===== src/rtl/pipe_stage_buffer_if.sv =====
// Signal bundle between a pipeline stage buffer and the datapath around it.
// The master side feeds instructions and hazard controls; the slave side is the buffer.
interface pipe_stage_buffer_if #(
    parameter int DATA_W = 32,
    parameter int N_DATA = 2,
    parameter int CTRL_W = 2,
    parameter int REG_W  = 5,
    parameter int CNT_W  = 16
);
    // No ready: in_valid only marks real instructions vs bubbles, and the
    // producer is held back by the same stall that freezes this buffer.
    logic                     in_valid;
    logic                     in_regw;
    logic [CTRL_W-1:0]        in_ctrl;
    logic [N_DATA*DATA_W-1:0] in_data;
    logic [REG_W-1:0]         in_rd;
    logic                     stall;
    logic                     flush;
    logic                     out_valid;
    logic                     out_regw;
    logic [CTRL_W-1:0]        out_ctrl;
    logic [N_DATA*DATA_W-1:0] out_data;
    logic [REG_W-1:0]         out_rd;
    logic [CNT_W-1:0]         stall_cnt;

    modport master (
        output in_valid, in_regw, in_ctrl, in_data, in_rd, stall, flush,
        input  out_valid, out_regw, out_ctrl, out_data, out_rd, stall_cnt
    );

    modport slave (
        input  in_valid, in_regw, in_ctrl, in_data, in_rd, stall, flush,
        output out_valid, out_regw, out_ctrl, out_data, out_rd, stall_cnt
    );
endinterface


===== src/rtl/pipe_stage_buffer.sv =====
// Inter-stage pipeline register chain (DEPTH stages) with reset, stall, flush,
// per-stage valid and a saturating stall-cycle counter.
module pipe_stage_buffer #(
    parameter int DATA_W = 32,
    parameter int N_DATA = 2,
    parameter int CTRL_W = 2,
    parameter int REG_W  = 5,
    parameter int DEPTH  = 1,
    parameter int CNT_W  = 16
) (
    input  logic                 clk,
    input  logic                 rst_n,
    pipe_stage_buffer_if.slave   bus
);
    typedef struct packed {
        logic                     valid;
        logic                     regw;
        logic [CTRL_W-1:0]        ctrl;
        logic [N_DATA*DATA_W-1:0] data;
        logic [REG_W-1:0]         rd;
    } stage_t;

    stage_t           stages [DEPTH];
    stage_t           inEntry;
    logic [CNT_W-1:0] stallCnt;

    // Bubbles carry no write intent or control, whatever the decoder drove.
    always_comb begin
        inEntry       = '0;
        inEntry.valid = bus.in_valid;
        inEntry.regw  = bus.in_valid & bus.in_regw;
        inEntry.ctrl  = bus.in_valid ? bus.in_ctrl : '0;
        inEntry.data  = bus.in_data;
        inEntry.rd    = bus.in_rd;
    end

    always_ff @(posedge clk) begin
        if (!rst_n || bus.flush) begin
            for (int k = 0; k < DEPTH; k++) begin
                stages[k] <= '0;
            end
        end else if (!bus.stall) begin
            stages[0] <= inEntry;
            for (int k = 1; k < DEPTH; k++) begin
                stages[k] <= stages[k-1];
            end
        end
    end

    // A flushed cycle is not a stall cycle, even when both are requested.
    always_ff @(posedge clk) begin
        if (!rst_n) begin
            stallCnt <= '0;
        end else if (bus.stall && !bus.flush && (stallCnt != {CNT_W{1'b1}})) begin
            stallCnt <= stallCnt + 1'b1;
        end
    end

    assign bus.out_valid = stages[DEPTH-1].valid;
    assign bus.out_regw  = stages[DEPTH-1].regw & stages[DEPTH-1].valid;
    assign bus.out_ctrl  = stages[DEPTH-1].ctrl;
    assign bus.out_data  = stages[DEPTH-1].data;
    assign bus.out_rd    = stages[DEPTH-1].rd;
    assign bus.stall_cnt = stallCnt;
endmodule


===== src/flat_wrapper.sv =====
// flat-port wrapper written by rule: the top's interface ports become plain ports
module pipe_stage_buffer_flat 
#(
    parameter int DATA_W = 32,
    parameter int N_DATA = 2,
    parameter int CTRL_W = 2,
    parameter int REG_W  = 5,
    parameter int DEPTH  = 1,
    parameter int CNT_W  = 16
)
  (clk, rst_n, bus_in_valid, bus_in_regw, bus_in_ctrl, bus_in_data, bus_in_rd, bus_stall, bus_flush, bus_out_valid, bus_out_regw, bus_out_ctrl, bus_out_data, bus_out_rd, bus_stall_cnt);
  pipe_stage_buffer_if #(.DATA_W(DATA_W), .N_DATA(N_DATA), .CTRL_W(CTRL_W), .REG_W(REG_W), .CNT_W(CNT_W)) bus_i ();
  input  logic clk;
  input  logic rst_n;
  input wire logic [$bits(bus_i.in_valid)-1:0] bus_in_valid;
  input wire logic [$bits(bus_i.in_regw)-1:0] bus_in_regw;
  input wire logic [$bits(bus_i.in_ctrl)-1:0] bus_in_ctrl;
  input wire logic [$bits(bus_i.in_data)-1:0] bus_in_data;
  input wire logic [$bits(bus_i.in_rd)-1:0] bus_in_rd;
  input wire logic [$bits(bus_i.stall)-1:0] bus_stall;
  input wire logic [$bits(bus_i.flush)-1:0] bus_flush;
  output wire logic [$bits(bus_i.out_valid)-1:0] bus_out_valid;
  output wire logic [$bits(bus_i.out_regw)-1:0] bus_out_regw;
  output wire logic [$bits(bus_i.out_ctrl)-1:0] bus_out_ctrl;
  output wire logic [$bits(bus_i.out_data)-1:0] bus_out_data;
  output wire logic [$bits(bus_i.out_rd)-1:0] bus_out_rd;
  output wire logic [$bits(bus_i.stall_cnt)-1:0] bus_stall_cnt;
  assign bus_i.in_valid = bus_in_valid;
  assign bus_i.in_regw = bus_in_regw;
  assign bus_i.in_ctrl = bus_in_ctrl;
  assign bus_i.in_data = bus_in_data;
  assign bus_i.in_rd = bus_in_rd;
  assign bus_i.stall = bus_stall;
  assign bus_i.flush = bus_flush;
  assign bus_out_valid = bus_i.out_valid;
  assign bus_out_regw = bus_i.out_regw;
  assign bus_out_ctrl = bus_i.out_ctrl;
  assign bus_out_data = bus_i.out_data;
  assign bus_out_rd = bus_i.out_rd;
  assign bus_stall_cnt = bus_i.stall_cnt;
  pipe_stage_buffer #(.DATA_W(DATA_W), .N_DATA(N_DATA), .CTRL_W(CTRL_W), .REG_W(REG_W), .DEPTH(DEPTH), .CNT_W(CNT_W)) u_core (.clk(clk), .rst_n(rst_n), .bus(bus_i));
endmodule

===== config.mk =====
export PLATFORM = sky130hd
export DESIGN_NAME = pipe_stage_buffer_flat
export DESIGN_NICKNAME = d
export VERILOG_FILES = /design/src/rtl/pipe_stage_buffer_if.sv /design/src/rtl/pipe_stage_buffer.sv /design/src/flat_wrapper.sv
export SDC_FILE = /design/constraint.sdc
export NUM_CORES = 1
export LEC_CHECK = 0
export BUFFER_PORTS_ARGS = -buffer_cell sky130_fd_sc_hd__buf_2
export CORE_AREA = 2 2 95 97
export DETAILED_ROUTE_END_ITERATION = 7
export DIE_AREA = 0 0 97 99
export PLACE_DENSITY = 0.79
export SLEW_MARGIN = 10
export SYNTH_ARGS = -nofsm -noshare
export SYNTH_HDL_FRONTEND = slang
export SYNTH_SLANG_ARGS = --single-unit

===== constraint.sdc =====
create_clock -name clk -period 3.93 [get_ports clk]
set_input_delay 0.786 -clock clk [delete_from_list [all_inputs] [get_ports clk]]
set_output_delay 0.786 -clock clk [all_outputs]
set_load 0.03 [all_outputs]

## After elaboration in Yosys (flattened, before gate mapping)

Memories as Yosys holds them, arrays and structs flattened.
Cells that the tools add are included.
Widths: inputs -> output; s select.

- RAM bits: 73
- Output and inout port bits: 89
- Word-level logic and storage cells: 20
- Bits in registers: 16
- Memories kept: 1
- Input port bits: 77

- Equality and inequality tests: 1
- $add $sub $neg: 1
- Bitwise operators: 2
- Reduce and logical (&&, ||, !) cells: 6
- Mux-type cells: 8

Memories:

| memory | depth | width | rd ports | clocked after Yosys merged registers in | write ports | line | source |
|---|---|---|---|---|---|---|---|
| u_core.stages | 1 | 73 | 1 | 0 | 1 | pipe_stage_buffer.sv:23 | `stage_t stages [DEPTH];` |

Operators by type and width:

| cell | count |
|---|---|
| $mux 73 | 1 |
| $reduce_or 73->1 | 1 |
| $add 16x1->16 const B | 1 |
| $ne 16x16->1 const B | 1 |
| $mux 1 | 6 |
| $and 1x1->1 | 2 |
| $logic_and 1x1->1 | 2 |
| $logic_not 1->1 | 2 |
| $mux 2 | 1 |
| $logic_or 1x1->1 | 1 |

## Depth between registers and ports, before layout

- Depth after elaboration: 6
- Gate-level depth with buffers: 6
- Depth with buffers taken out: 5

## Least setup slack after synthesis

No wires, ideal clock.

- Kind: input-to-reg
- Start point: input rst_n
- End point: memory u_core.stages[0][0] (netlist name), enable pin
- Buffers on the path: 2
- Stages: 3
- Required time: 3,182 ps
- Arrival: 2,492 ps
- Path slack: 691 ps
- Library setup time: 748 ps
- Cells stage by stage: clkbuf_2 clkbuf_1 nand2_1

- Longest elaborated chain between the ends: 6
- Elaborated cells between the ends (all ways): 8
- Those cells by class: 5 x mux; 3 x reduce/logical

Ends and longest elaborated chain:

| what | line | source |
|---|---|---|
| start: declaration | flat_wrapper.sv:14 | `input logic rst_n;` |
| $logic_not 1->1 * | pipe_stage_buffer.sv:38 | `if (!rst_n \|\| bus.flush) begin` |
| $logic_or 1x1->1 * | pipe_stage_buffer.sv:38 |  |
| $mux 1 | pipe_stage_buffer.sv:38 |  |
| $mux 1 (not written as such) | pipe_stage_buffer.sv:43 | `stages[0] <= inEntry;` |
| $reduce_or 73->1 (no source line) | n/a |  |
| $mux 1 (no source line) * | n/a |  |
| end: declaration | pipe_stage_buffer.sv:23 |  |

Every way passes the cells marked *; elsewhere a longest branch is shown, timed or not.

## Worst setup path after layout

- Start point: input bus_stall
- End point: memory u_core.stages[0][38] (netlist name), enable pin

- Longest elaborated chain between the ends: 5

Ends and longest elaborated chain:

| what | line | source |
|---|---|---|
| start: declaration | flat_wrapper.sv:20 | `input wire logic [$bits(bus_i.stall)-1:0] bus_stall;` |
| $mux 1 * | pipe_stage_buffer.sv:42 | `end else if (!bus.stall) begin` |
| $mux 1 * | pipe_stage_buffer.sv:38 |  |
| $mux 1 (not written as such) * | pipe_stage_buffer.sv:43 |  |
| $reduce_or 73->1 (no source line) | n/a |  |
| $mux 1 (no source line) * | n/a |  |

Marks and branches as above.

==> results.txt <==
- Run status: finished clean
- Data arrives at the worst endpoint at approximately 2300 ps.
- The number of endpoints with negative hold slack in the final report came to 0.
- Relative max-transition margin: 36.3%
- Post-synthesis average cell area: approximately 12 µm²
- Compound-gate portion of the synthesized area: approximately 3.2%
- Dividing total power by cell area gives a power density of 412 mW/mm².
- Total area of sequential cells: between 0.002 and 0.003 mm²
- After detailed routing, the number of vias per cell comes to roughly 4.9.
- The Yosys step of the flow raised 0 warnings.
- Global-route wire length before repair: around 13 mm
* Initial antenna violation count: 0
- In this run, the number of DRC markers left after iteration 0 of detailed routing was 95.
- Cell area after synthesis: between 0.004 and 0.005 mm²
- Detailed route wirelength on metal2: about 3.9 mm
* Most frequent cells in the layout: sky130_fd_sc_hd__buf_2, sky130_fd_sc_hd__edfxtp_1, sky130_fd_sc_hd__and2_1, sky130_fd_sc_hd__nand2_1, sky130_fd_sc_hd__dfxtp_1
- CTS tree: built
- Clock latency reported for the late side of the worst-skew pair: between 300 and 400 ps
- The region available for standard cell placement spans between 0.008 and 0.009 mm².
- In this run the post-CTS setup repair buffer count came out at 0.
- The clock passes through at most 2 buffers.
- Count of distinct cell types in the synthesized netlist: 36
* Detailed-route wire length: 7.97 mm
- The congestion estimate from routability-driven global placement came to between 0.7 and 0.8.
* Setup-violating endpoint count in the final report: 0
* F_max: around 410 MHz
* Detailed-route wire length per cell: about 15 µm
- Starting utilization of the core area: around 48%
* Aggregate negative setup slack: 0 ps
* Met3 Wirelength: approximately 670 µm
* Actual transition at the worst max-transition pin: around 960 ps
* Met1 Routed Length: ~3.4 mm
- For this run, design rule violations remaining after detail routing come to 0.
- Area occupied by multi-input gates: 0.00102 mm²
- Worst Clk Skew: approximately 5.8 ps
- Most frequent standard cell in the layout excluding fill and tap cells: sky130_fd_sc_hd__buf_2
* Fin. max-slew vios: 0
- Hold endpoint: u_core.bus.stall_cnt[5]$_SDFFE_PN0P_
- The clock period could shrink to 2440 ps.
* Number of clock sinks seen by CTS: 89
- The critical path is of the input pin to register type.
- The count of nets left with antenna violations once routing finished came out at 0.
- Synth Area in XOR/XNOR: 0%
* Fraction of layout cells with a size suffix above 1: between 40 and 50%
* Cts-stage hold buffer count: 0
* Count of H-tree levels built during CTS: 3
- Class of the tightest hold or removal check: register to register
- Die Height: around 99 µm
- Main combinational cell family by area after synthesis: simple AND/OR/NAND/NOR gates
* Root buffer selected by CTS: sky130_fd_sc_hd__clkbuf_8
- The final critical path takes up roughly 62% of the cycle.
* R2R setup slack: between 1500 and 2000 ps
- In this run the horizontal extent of the chip is 97 µm.
- Unrepaired setup endpoints after global routing: false
* Top routing layer in use: met4
- Max Cap Violations: 0
- The synthesized netlist devotes 19.2% of its cell area to simple gates.
- IR analysis of the VDD net gives a maximum drop of ~200 µV.
* Total routing resource utilization after global routing: 16.6%
- Number of instances on the worst hold path: 2
- The portion of synthesized area spent on multiplexers is ~1.7%.
* Data required time of the worst path: approximately 3800 ps
- The number of nets handed over by synthesis was 411.
* Startpoint of the worst register-to-register path: u_core.bus.stall_cnt[0]$_SDFFE_PN0P_
- Number of port buffers: 165
- The via count of the first global-routing pass came to 2526.
- The floorplan step defined a die boundary enclosing 0.00960 mm².
* Routed vias: between 2000 and 3000
- Path depth of the worst reg2reg path: 5
- Compared with the post-synthesis result, the final layout area differs by 14.3%.
- Final HPWL from detailed placement: roughly 5.7 mm
* Number of placement rows: 34
- The worst setup path is launched from an input pin.
- Of all nets on the critical path, the largest fanout is 73.
- Kind of end point of the critical path: register
- In this run the static leakage power is approximately 2.2 nW.
- Portion of the post-synthesis area used by sequential elements: 60.7%
* Synthesized instance count: about 330
* Resize count post-CTS: 0
- Largest net degree at the start of global routing: 74
* Worst Hold Margin: around 500 ps
* Clock buffers created by TritonCTS: 9
* Initial DRT Pass Iterations: 4
- FF+latch count, synth: 89
* Hold Path Origin: u_core.bus.stall_cnt[5]$_SDFFE_PN0P_
- Number of fill cells in the layout: ~750
- Clock-pin slew was measured on the worst setup and hold paths at 80 ps.
* Top Ports: 166
- In this run the critical register-to-register path is captured at u_core.bus.stall_cnt[0]$_SDFFE_PN0P_.
- Area share of fa/ha/maj cells after synthesis: less than 1%
- In the final design database the tool counted approximately 510 nets.
- Remaining global-route overflow: 0
==> cell families (layout without fill, tap and decap cells) <==
| kind of cell | count (synthesis) | after routing |
|---|---|---|
| AO/OA/AOI/OAI | 21 | 21 |
| adder cells (fa/ha/maj) | 1 | 1 |
| buffers and inverters | 87 | 187 |
| flip-flops | 89 | 89 |
| multiplexers | 7 | 7 |
| other | 0 | 1 |
| AND/OR/NAND/NOR | 128 | 128 |
==> worst max-delay path, cell delays in order <==
cell and delay (ps):
sky130_fd_sc_hd__buf_2 110, sky130_fd_sc_hd__nor2b_1 670, sky130_fd_sc_hd__nand2_4 680
==> stage by stage <==
step	worst slack (ps)	std cells	utilization (%)	area, µm²	power, mW
2_1_floorplan	691	333	-	4140	1.30
4_1_cts	1490	541	55.3	4730	1.97
6_report	1490	542	55.3	4730	1.95
5_1_grt	1360	541	55.3	4730	2.04
3_5_place_dp	1120	525	52.9	4530	1.33
3_3_place_gp	1190	525	52.9	4530	1.33
==> worst max path at each step <==
stage | endpoint | cells after the start | slack, ps | from
after global routing | u_core.stages[0][44]$_SDFFCE_PN0P_ | 3 | 1360 | bus_stall
after CTS | u_core.stages[0][41]$_SDFFCE_PN0P_ | 3 | 1490 | bus_stall
after detailed placement | u_core.stages[0][6]$_SDFFCE_PN0P_ | 3 | 1120 | bus_stall
after floorplan | u_core.stages[0][0]$_SDFFCE_PN0P_ | 3 | 690 | rst_n
final | u_core.stages[0][38]$_SDFFCE_PN0P_ | 3 | 1490 | bus_stall
after global placement | u_core.stages[0][6]$_SDFFCE_PN0P_ | 3 | 1190 | bus_stall
==> cells in the mapped netlist, drive strengths merged <==
master   n  area share [%]
ha       1            0.30
buf     74              14
a21boi   1            0.18
mux2i    7             1.7
o311ai   1            0.21
nor2b    1            0.15
and2    71              11
and4     1            0.21
a31oi    1            0.15
inv      3            0.27
a211oi   1            0.18
o21ai    1            0.12
dfxtp   16             7.7
nor3     6            0.85
edfxtp  73              53
or3      2            0.30
nand4    5            0.91
nor4     2            0.67
or4      5            0.91
o31ai    4            0.73
clkbuf   9            0.85
and3     5            0.76
clkinv   1           0.091
a21oi   10             1.2
or2      1            0.15
nand2   18             1.6
nor4bb   1            0.24
o41ai    2            0.42
nand2b   6            0.91
nand3    4            0.79
==> where the power goes <==
group | internal [mW] | switching (mW)
Sequential | 1.07 | 0.0135
Clock | 0.303 | 0.337
Combinational | 0.0720 | 0.155
==> flip-flops by register name, summed over array words and instances, names as in the netlist <==
signal	count
u_core.stages	73
u_core.bus.stall_cnt	16
==> routing by layer <==
| metal | up-vias | track usage (%) |
|---|---|---|
| met5 | - | 0 |
| met4 | 0 | 4.33 |
| li1 | 1274 | - |
| met1 | 1231 | 21.3 |
| met3 | 8 | 6.10 |
| met2 | 122 | 27.0 |
==> layout make-up <==
type                       instances  area share (%)
multi-input combinational        157            21.6
inverter                           4           0.317
clock inverter                     6            1.56
clock buffer                      10            2.70
antenna                            1          0.0529
sequential                        89            53.1
tap                              108            2.86
timing repair buffer             167            17.8
Power figures use the tool's default switching activity.
